## src/rtl/i2c_pkg.sv

```systemverilog
// Shared constants for the I2C byte sequencer: FSM encoding, quarter indices, segment counts.
package i2c_pkg;
  localparam logic [2:0] S_IDLE  = 3'd0;
  localparam logic [2:0] S_START = 3'd1;
  localparam logic [2:0] S_BIT   = 3'd2;
  localparam logic [2:0] S_ACK   = 3'd3;
  localparam logic [2:0] S_STOP  = 3'd4;
  localparam logic [2:0] S_HOLD  = 3'd5;

  localparam logic [1:0] Q0 = 2'd0;
  localparam logic [1:0] Q1 = 2'd1;
  localparam logic [1:0] Q2 = 2'd2;
  localparam logic [1:0] Q3 = 2'd3;

  localparam int QTR_MIN   = 2;
  localparam int DATA_BITS = 8;
  localparam int SEG_QTRS  = 4;
  localparam int SEGS_BYTE = DATA_BITS + 1;
  localparam logic [2:0] BIT_MSB = 3'(DATA_BITS - 1);
endpackage

```

## src/rtl/i2c_qtr_tick.sv

```systemverilog
// Quarter-period prescaler: one-cycle tick every QTR clocks while running, plus 2-bit quarter index.
// A restart counts its own cycle as the first clock of quarter Q0.
module i2c_qtr_tick
  import i2c_pkg::*;
#(
  parameter int QTR = 4
) (
  input  logic       clk,
  input  logic       rst,
  input  logic       restart,
  input  logic       run,
  output logic       tick,
  output logic [1:0] qtr
);
  logic [15:0] cnt;

  assign tick = run && (cnt == 16'(QTR - 1));

  always_ff @(posedge clk) begin
    if (rst) begin
      cnt <= '0;
      qtr <= Q0;
    end else if (restart) begin
      cnt <= 16'd1;
      qtr <= Q0;
    end else if (tick) begin
      cnt <= '0;
      qtr <= qtr + 2'd1;
    end else if (run) begin
      cnt <= cnt + 16'd1;
    end
  end
endmodule

```

## src/rtl/i2c_master_ctrl.sv

```systemverilog
// Byte-level I2C master sequencer driving the BIU; one command per byte, rsp_valid 4*QTR*segments after accept.
// cmd_ready only in IDLE/HOLD. Define I2C_NACK_ABORT_EN to force STOP after a NACKed write.
module i2c_master_ctrl
  import i2c_pkg::*;
#(
  parameter int QTR = 4
) (
  input  logic       clk,
  input  logic       rst,
  input  logic       cmd_valid,
  output logic       cmd_ready,
  input  logic       cmd_start,
  input  logic       cmd_stop,
  input  logic       cmd_read,
  input  logic       cmd_ack,
  input  logic [7:0] wr_data,
  output logic [7:0] rd_data,
  output logic       rsp_valid,
  output logic       rsp_nack,
  output logic       busy,
  output logic       iSCL,
  output logic       oSDA,
  output logic       en,
  input  logic       iSDA
);
  logic [2:0] state;
  logic [2:0] bit_idx;
  logic [7:0] c_data;
  logic       c_stop, c_read, c_ack, from_hold;
  logic       accept, run, tick, seg_end, sample, go_stop;
  logic [1:0] qtr;

  assign cmd_ready = (state == S_IDLE) || (state == S_HOLD);
  assign busy      = (state != S_IDLE);
  assign accept    = cmd_valid && cmd_ready;
  assign run       = (state == S_START) || (state == S_BIT) || (state == S_ACK) || (state == S_STOP);
  assign seg_end   = tick && (qtr == Q3);
  assign sample    = tick && (qtr == Q1);

`ifdef I2C_NACK_ABORT_EN
  assign go_stop = c_stop || (!c_read && rsp_nack);
`else
  assign go_stop = c_stop;
`endif

  i2c_qtr_tick #(.QTR(QTR)) u_tick (
    .clk     (clk),
    .rst     (rst),
    .restart (accept),
    .run     (run),
    .tick    (tick),
    .qtr     (qtr)
  );

  always_ff @(posedge clk) begin
    if (rst) begin
      state     <= S_IDLE;
      bit_idx   <= BIT_MSB;
      c_data    <= '0;
      c_stop    <= 1'b0;
      c_read    <= 1'b0;
      c_ack     <= 1'b0;
      from_hold <= 1'b0;
      rd_data   <= '0;
      rsp_valid <= 1'b0;
      rsp_nack  <= 1'b0;
    end else begin
      rsp_valid <= 1'b0;
      if (accept) begin
        c_data    <= wr_data;
        c_stop    <= cmd_stop;
        c_read    <= cmd_read;
        c_ack     <= cmd_ack;
        bit_idx   <= BIT_MSB;
        from_hold <= (state == S_HOLD);
        rsp_nack  <= 1'b0;
        // An idle bus must be claimed with START even if the command did not ask for one.
        state     <= (cmd_start || state == S_IDLE) ? S_START : S_BIT;
      end else begin
        if (sample && c_read && state == S_BIT)
          rd_data <= {rd_data[6:0], iSDA};
        if (sample && !c_read && state == S_ACK)
          rsp_nack <= iSDA;
        if (seg_end) begin
          case (state)
            S_START: state <= S_BIT;
            S_BIT: begin
              if (bit_idx == 3'd0) state <= S_ACK;
              else bit_idx <= bit_idx - 3'd1;
            end
            S_ACK: begin
              if (go_stop) begin
                state <= S_STOP;
              end else begin
                state     <= S_HOLD;
                rsp_valid <= 1'b1;
              end
            end
            S_STOP: begin
              state     <= S_IDLE;
              rsp_valid <= 1'b1;
            end
            default: ;
          endcase
        end
      end
    end
  end

  always_comb begin
    iSCL = 1'b1;
    oSDA = 1'b1;
    en   = 1'b1;
    case (state)
      S_START: begin
        iSCL = !((qtr == Q3) || (qtr == Q0 && from_hold));
        oSDA = (qtr == Q0) || (qtr == Q1);
      end
      S_BIT: begin
        iSCL = (qtr == Q1) || (qtr == Q2);
        if (c_read) en = 1'b0;
        else oSDA = c_data[bit_idx];
      end
      S_ACK: begin
        iSCL = (qtr == Q1) || (qtr == Q2);
        if (c_read) oSDA = c_ack;
        else en = 1'b0;
      end
      S_STOP: begin
        iSCL = (qtr != Q0);
        oSDA = (qtr == Q2) || (qtr == Q3);
      end
      S_HOLD: begin
        // Keep the level last driven in the ACK slot while SCL is parked low.
        iSCL = 1'b0;
        oSDA = c_read ? c_ack : 1'b1;
      end
      default: ;
    endcase
  end
endmodule
```

## config.mk

```make
export PLATFORM = sky130hd
export DESIGN_NAME = i2c_master_ctrl
export DESIGN_NICKNAME = d
export VERILOG_FILES = /design/src/rtl/i2c_pkg.sv /design/src/rtl/i2c_qtr_tick.sv /design/src/rtl/i2c_master_ctrl.sv
export SDC_FILE = /design/constraint.sdc
export NUM_CORES = 1
export LEC_CHECK = 0
export BUFFER_PORTS_ARGS = -buffer_cell sky130_fd_sc_hd__buf_2
export CORE_MARGIN = 5
export CORE_UTILIZATION = 50
export DETAILED_ROUTE_END_ITERATION = 8
export HOLD_SLACK_MARGIN = 0.03
export PLACE_DENSITY = 0.69
export SLEW_MARGIN = 20
export SYNTH_ARGS = -nofsm -noshare
export SYNTH_HDL_FRONTEND = slang
export SYNTH_SLANG_ARGS = --single-unit
```

## constraint.sdc

```tcl
create_clock -name clk -period 4.29 [get_ports clk]
set_clock_uncertainty 0.1 [all_clocks]
set_input_delay 0.2145 -clock clk [delete_from_list [all_inputs] [get_ports clk]]
set_output_delay 0.2145 -clock clk [all_outputs]
set_load 0.02 [all_outputs]
```

Yosys cells after proc, flatten, opt, wreduce, memory -nomap -nowiden
Cells that the tools add are included.
{ "totals": {"regBits": 46, "output_inout_bits": 15} }
{ "op_classes": {"n_reduce_logical": 36, "n_eq_ne": 10, "n_mux": 20, "bitwise_logic": 3, "n_addsub": 3, "magnitude_cmp": 1} }
{ "op_table": {"columns": ["operator", "n"], "rows": [
  ["adder 16 x 1 -> 16 bit, second input constant", 1],
  ["== test 16 x 2 -> 1 bit, second input constant", 1],
  ["case mux 3 bit (4 select lines)", 1],
  ["2-to-1 mux 1 bit", 10],
  ["logical AND 1 bit", 9],
  ["logical OR 1 bit", 9],
  ["2-to-1 mux 3 bit", 3],
  ["case mux 1 bit (4 select lines)", 2],
  ["== test 3 x 2 -> 1 bit, second input constant", 2],
  ["== test 3 bit, second input constant", 2],
  ["zero test 3 bit", 2],
  ["AND reduction 3 bit", 2],
  ["nonzero test 3 bit", 2],
  ["OR reduction 2 bit", 3],
  ["OR reduction 3 bit", 2],
  ["nonzero test 5 bit", 1],
  ["== test 2 bit, second input constant", 2],
  ["< comparator 3 x 4 -> 1 bit, second input constant", 1],
  ["case mux 1 bit (2 select lines)", 2],
  ["nonzero test 2 bit", 2],
  ["binary-select mux 1 bit (select 3 bit)", 1],
  ["== test 3 x 1 -> 1 bit, second input constant", 1],
  ["!= test 3 x 2 -> 1 bit, second input constant", 1],
  ["inverter 1 bit", 3],
  ["7 further kinds", 8]
]} }

Logic depth before layout (Yosys ltp)
{ "depth": {"depth_word": 9, "depth_mapped": 7, "mapped_depth_nobuf": 6} }

Hierarchy
A second synthesis with hierarchy kept.
{ "hier_totals": {"hier_cells": 273, "area_unflattened_um2": 2358.5} }
{ "modules_own_cells": {"columns": ["module", "seq_area_each_um2", "cells_each", "area_per_inst_um2", "instances"], "rows": [
  ["i2c_master_ctrl", 560.5, 175, 1477.7, 1],
  ["i2c_qtr_tick", 360.3, 98, 880.8, 1]
]} }

Worst setup path before layout
No wires, ideal clock.
{ "synth_timing": {"kind": "reg2reg", "startpoint": "register u_tick.cnt[0]", "endpoint": "register rd_data[0]", "path_stages_with_launch": 7, "setup_slack_ns": 2.390, "arrival_ns": 1.673, "setup_ns": 0.128, "cell_sequence": "dfxtp_1 > ha_1 > nor4b_4 > nand4_4 > nor3_4 > mux2i_1 > nor2_1"} }
{ "synth_between": {"elab_chain_len": 6} }
{ "synth_lines": {"columns": ["element", "line", "rtl"], "rows": [
  ["from (decl)", "i2c_qtr_tick.sv:15", "logic [15:0] cnt;"],
  ["from (signal assigned)", "i2c_qtr_tick.sv:30", "cnt <= cnt + 16'd1;"],
  ["== test 16 x 2 -> 1 bit", "i2c_qtr_tick.sv:17", "assign tick = run && (cnt == 16'(QTR - 1));"],
  ["logical AND 1 bit", "i2c_qtr_tick.sv:17", null],
  ["logical AND 1 bit", "i2c_master_ctrl.sv:38", "assign sample = tick && (qtr == Q1);"],
  ["logical AND 1 bit (2 in series)", "i2c_master_ctrl.sv:80", "if (sample && c_read && state == S_BIT)"],
  ["AND reduction 2 bit (no line)", null, null],
  ["to (signal assigned)", "i2c_master_ctrl.sv:81", "rd_data <= {rd_data[6:0], iSDA};"],
  ["to (decl)", "i2c_master_ctrl.sv:17", "output logic [7:0] rd_data,"]
]} }
No other way between the ends.
A chain may end at the register's enable or synchronous reset.

Final worst setup path
{ "layout_timing": {"startpoint": "register state[0]", "endpoint": "register u_tick.cnt[3]"} }
{ "layout_between": {"elab_chain_len": 6, "word_cells_on_any_way": 13, "cone_classes": "5 x eq/ne; 8 x reduce/logical"} }
{ "layout_lines": {"columns": ["element", "line", "rtl"], "rows": [
  ["from (decl)", "i2c_master_ctrl.sv:26", "logic [2:0] state;"],
  ["from (signal assigned)", "i2c_master_ctrl.sv:78", "state <= (cmd_start || state == S_IDLE) ? S_START : S_BIT;"],
  ["== test 3 x 1 -> 1 bit or == test 3 x 2 -> 1 bit (tied branches)", "i2c_master_ctrl.sv:36", "assign run = (state == S_START) || (state == S_BIT) || (state == S_ACK) || (state == S_STOP);"],
  ["logical OR 1 bit (3 in series)", "i2c_master_ctrl.sv:36", null],
  ["logical AND 1 bit", "i2c_qtr_tick.sv:17", null],
  ["OR reduction 3 bit (no line)", null, null]
]} }
Parallel ways exist; a longest one is shown, timed or not.

==> summary.txt <==
Setup path
  – Crit path DAT: 2.92 ns
  – Worst stage delay on the critical path: 0.78 ns
  – Slowest CP cell: nor2_1
  – Crit-path max FO: 21
  – Most used cell, CP: nor2_1
  – WS Path Type: flop to flop
  – Critical-path cell list: xor2_1, nor2_1, nor2_1, o21ai_2, nor2_1
  – Endpoint type of the worst setup path: flop
  – CP Launch Type: flop
  – Critical Path RT: 4.36 ns

Pwr
  – P per Cell Area: 319 mW/mm^2
  – P_leak: 0.000956 uW
  – Worst IR Drop VDD: 0.000270 V
  – Power, Total: 836 uW

Clock tree
  – CTS Root Cell: clkbuf_8
  – Cts repair resizes: 0
  – CTS tree: yes
  – H-tree Lvls: 2
  – CTS buffer count: 5
  – Clk_lat worst skew: 0.31 ns
  – CTS sink count: 46
  – CTS max path bufs: 2
  – Post-CTS setup buffers: 0
  – Clock transition at path regs: 0.08 ns
  – CTS Hold Bufs: 0

Logic synthesis
  – Top_reg_cell synth: dfxtp_1
  – Share of the synthesized area in the top cell type: 38.7%
  – Gate Count Post-Synth: 285
  – Synth cell count leaders: 46 x dfxtp_1, 46 x nor2_1, 30 x nand2_1
  – Post-synth EDFFs: 0
  – Syn Nets: 308
  – YS warnings: 0
  – Main combinational cell family by area after synthesis: simple AND/OR/NAND/NOR gates
  – Cell taking the most area after synthesis: dfxtp_1
  – Main area contributors after synthesis: dfxtp_1 39%, nor2_1 7.3%, nand2_1 4.7%, a21oi_1 4.6%, mux2i_1 4.6%
  – Unique masters post-synth: 41
  – Synth Register Bits: 46
  – Post-synthesis compound-gate area fraction: 12.6%
  – Ys async rst share: 0%
  – Register area share after synthesis: 38.7%
  – Post-Syn Area per Cell: 8.35 um^2
  – Post-synthesis mux area share: 6.52%
  – Post-synthesis xor/xnor area fraction: 6.62%
  – Post-Synth Simple-Gate Area: 27.9%
  – Synth Area in Adders: 3.68%
  – Mapped cell area: 0.00238 mm^2

Floorplanning
  – Starting Density: 51.1%
  – DIE AREA: 0.00624 mm^2
  – Chip Width: 79.0 um
  – Row count: 25
  – Die outline height: 79.0 um
  – I/O pin count: 31
  – CORE AREA: 0.00466 mm^2

Route
  – Via/cell ratio: 5.59
  – Iteration-0 DRC Markers: 140
  – DRC viols: 0
  – DRT antenna net count: 0
  – DR pass1 iterations: 4
  – Vias: 2023
  – WL/cell: 13.7 um
  – Final wirelength: 4.95 mm

Global routing
  – Vias in the first global route: 1852
  – First-pass GRT wire length: 8.39 mm
  – Largest net degree at the start of global routing: 28
  – Initial antenna violation count: 0
  – Total Routing Usage GR: 16.6%
  – Total grt overflow: 0

STA
  – Slew margin rel.: 40.8%
  – RSZ-0062 raised after global routing: no
  – Final Critical Period: 2.86 ns
  – FMAX: 350 MHz
  – Worst-margin pin slew: 0.885 ns
  – Period utilisation layout: 66.6%
  – Final setup fails: 0
  – Setup tns final: 0 ns
  – Final Max Tran Viols: 0
  – Number of failing hold endpoints at the final stage: 0

Finish
  – Area grow syn2layout: 10.1%
  – Layout Nets: 330
  – Share of cells above drive strength 1: 15.9%
  – Fill count: 433
  – N_diodes: 0

Place
  – Buffers on Ports: 30
  – DP HPWL: 3.56 mm
  – Final GP Congestion: 0.795

Run status
  – Status: complete, no violations

Job
  – Number of max-cap violations: 0

Hold path
  – Worst hold path type: input port to flop
[power by group]
part / leakage (uW) / switching [uW] / total [uW] / internal, uW
combinational: 0.000535 / 69.2 / 107 / 38.2
clock: 0.0000483 / 153 / 268 / 115
sequential: 0.000373 / 20.0 / 461 / 441
total: 0.000956 / 242 / 836 / 594
[cell families (layout without fill, tap and decap cells)]
family | count (synthesis) | in the layout
simple gates | 124 | 124
compound gates | 54 | 54
fa+ha+maj | 7 | 7
buf+inv | 23 | 46
flops | 46 | 46
xor+xnor | 18 | 18
mux | 13 | 13
[stage by stage]
step / area [um^2] / cells / setup slack (ns) / hold WS [ns] / util, %
2_1_floorplan: 2380 / 285 / 2.39 / 0.251 / -
3_3_place_gp: 2530 / 354 / 1.22 / 0.347 / 54.3
3_5_place_dp: 2530 / 354 / 1.09 / 0.359 / 54.3
4_1_cts: 2620 / 362 / 1.07 / 0.0382 / 56.2
5_1_grt: 2620 / 362 / 1.11 / 0.0414 / 56.3
6_report: 2620 / 362 / 1.43 / 0.0450 / 56.3
[layer usage]
metal  global-route usage (%)  up-vias  part of all wire [%]
met4                     5.67        0                   1.3
met5                        0        -                     0
met1                     22.7      950                    50
met3                     3.51        5                   3.7
li1                         -     1033                     -
met2                     26.0       35                    45
[placed cells by master (no fill, tap or decap), types with 2 or more instances in the layout]
cell type and n:
nand2b_1 4, nand2_1 30, clkbuf_8 5, nor4b_1 3, buf_2 30, nor2_1 46, ha_1 7, o211ai_1 2
nor2b_1 3, nand4_1 6, o21ai_0 20, a211oi_1 3, inv_1 8, xnor2_1 10, clkinv_2 2, nor4_4 2
mux4_2 2, nor4_1 5, a21oi_1 22, o21ai_2 2, and4_1 3, dfxtp_1 46, nand3_1 8, xor2_1 8
nor3_1 6, mux2i_1 11
[flip-flops by register name, indices dropped and copies added, names as in the netlist, 2 cells and up]
signal      cells
u_tick.qtr      2
c_data          8
bit_idx         3
state           3
rd_data         8
u_tick.cnt     16
[worst paths after layout]
kind	startpoint	to	slack (ns)	cells past startpoint
worst max-delay path	state[0]$_SDFFE_PP0P_	u_tick.cnt[3]$_SDFFE_PP0P_	1.43	5
worst min-delay path	wr_data[3]	c_data[3]$_SDFFE_PP0P_	0.04	3
worst max register to register	state[0]$_SDFFE_PP0P_	u_tick.cnt[3]$_SDFFE_PP0P_	1.43	5
worst min register to register	c_ack$_SDFFE_PP0P_	c_ack$_SDFFE_PP0P_	0.38	2
[area by class of cell]
class	count	area, um^2	share of cell area [%]
inverters	8	30.0	1.15
clock buffers	5	68.8	2.62
repair buffers	30	150	5.73
well taps	54	67.6	2.58
multi-input cells	216	1370	52.1
flip-flops and latches	46	921	35.1
clock inverters	3	18.8	0.716
[worst max-delay path: cells and delay by family (launching register included)]
kind,cells,cell delay [ns]
AND/OR/NAND/NOR,3,1.14
flip-flops,1,0.76
XOR/XNOR,1,0.39
AO/OA/AOI/OAI,1,0.32
Power figures use the tool's default switching activity.
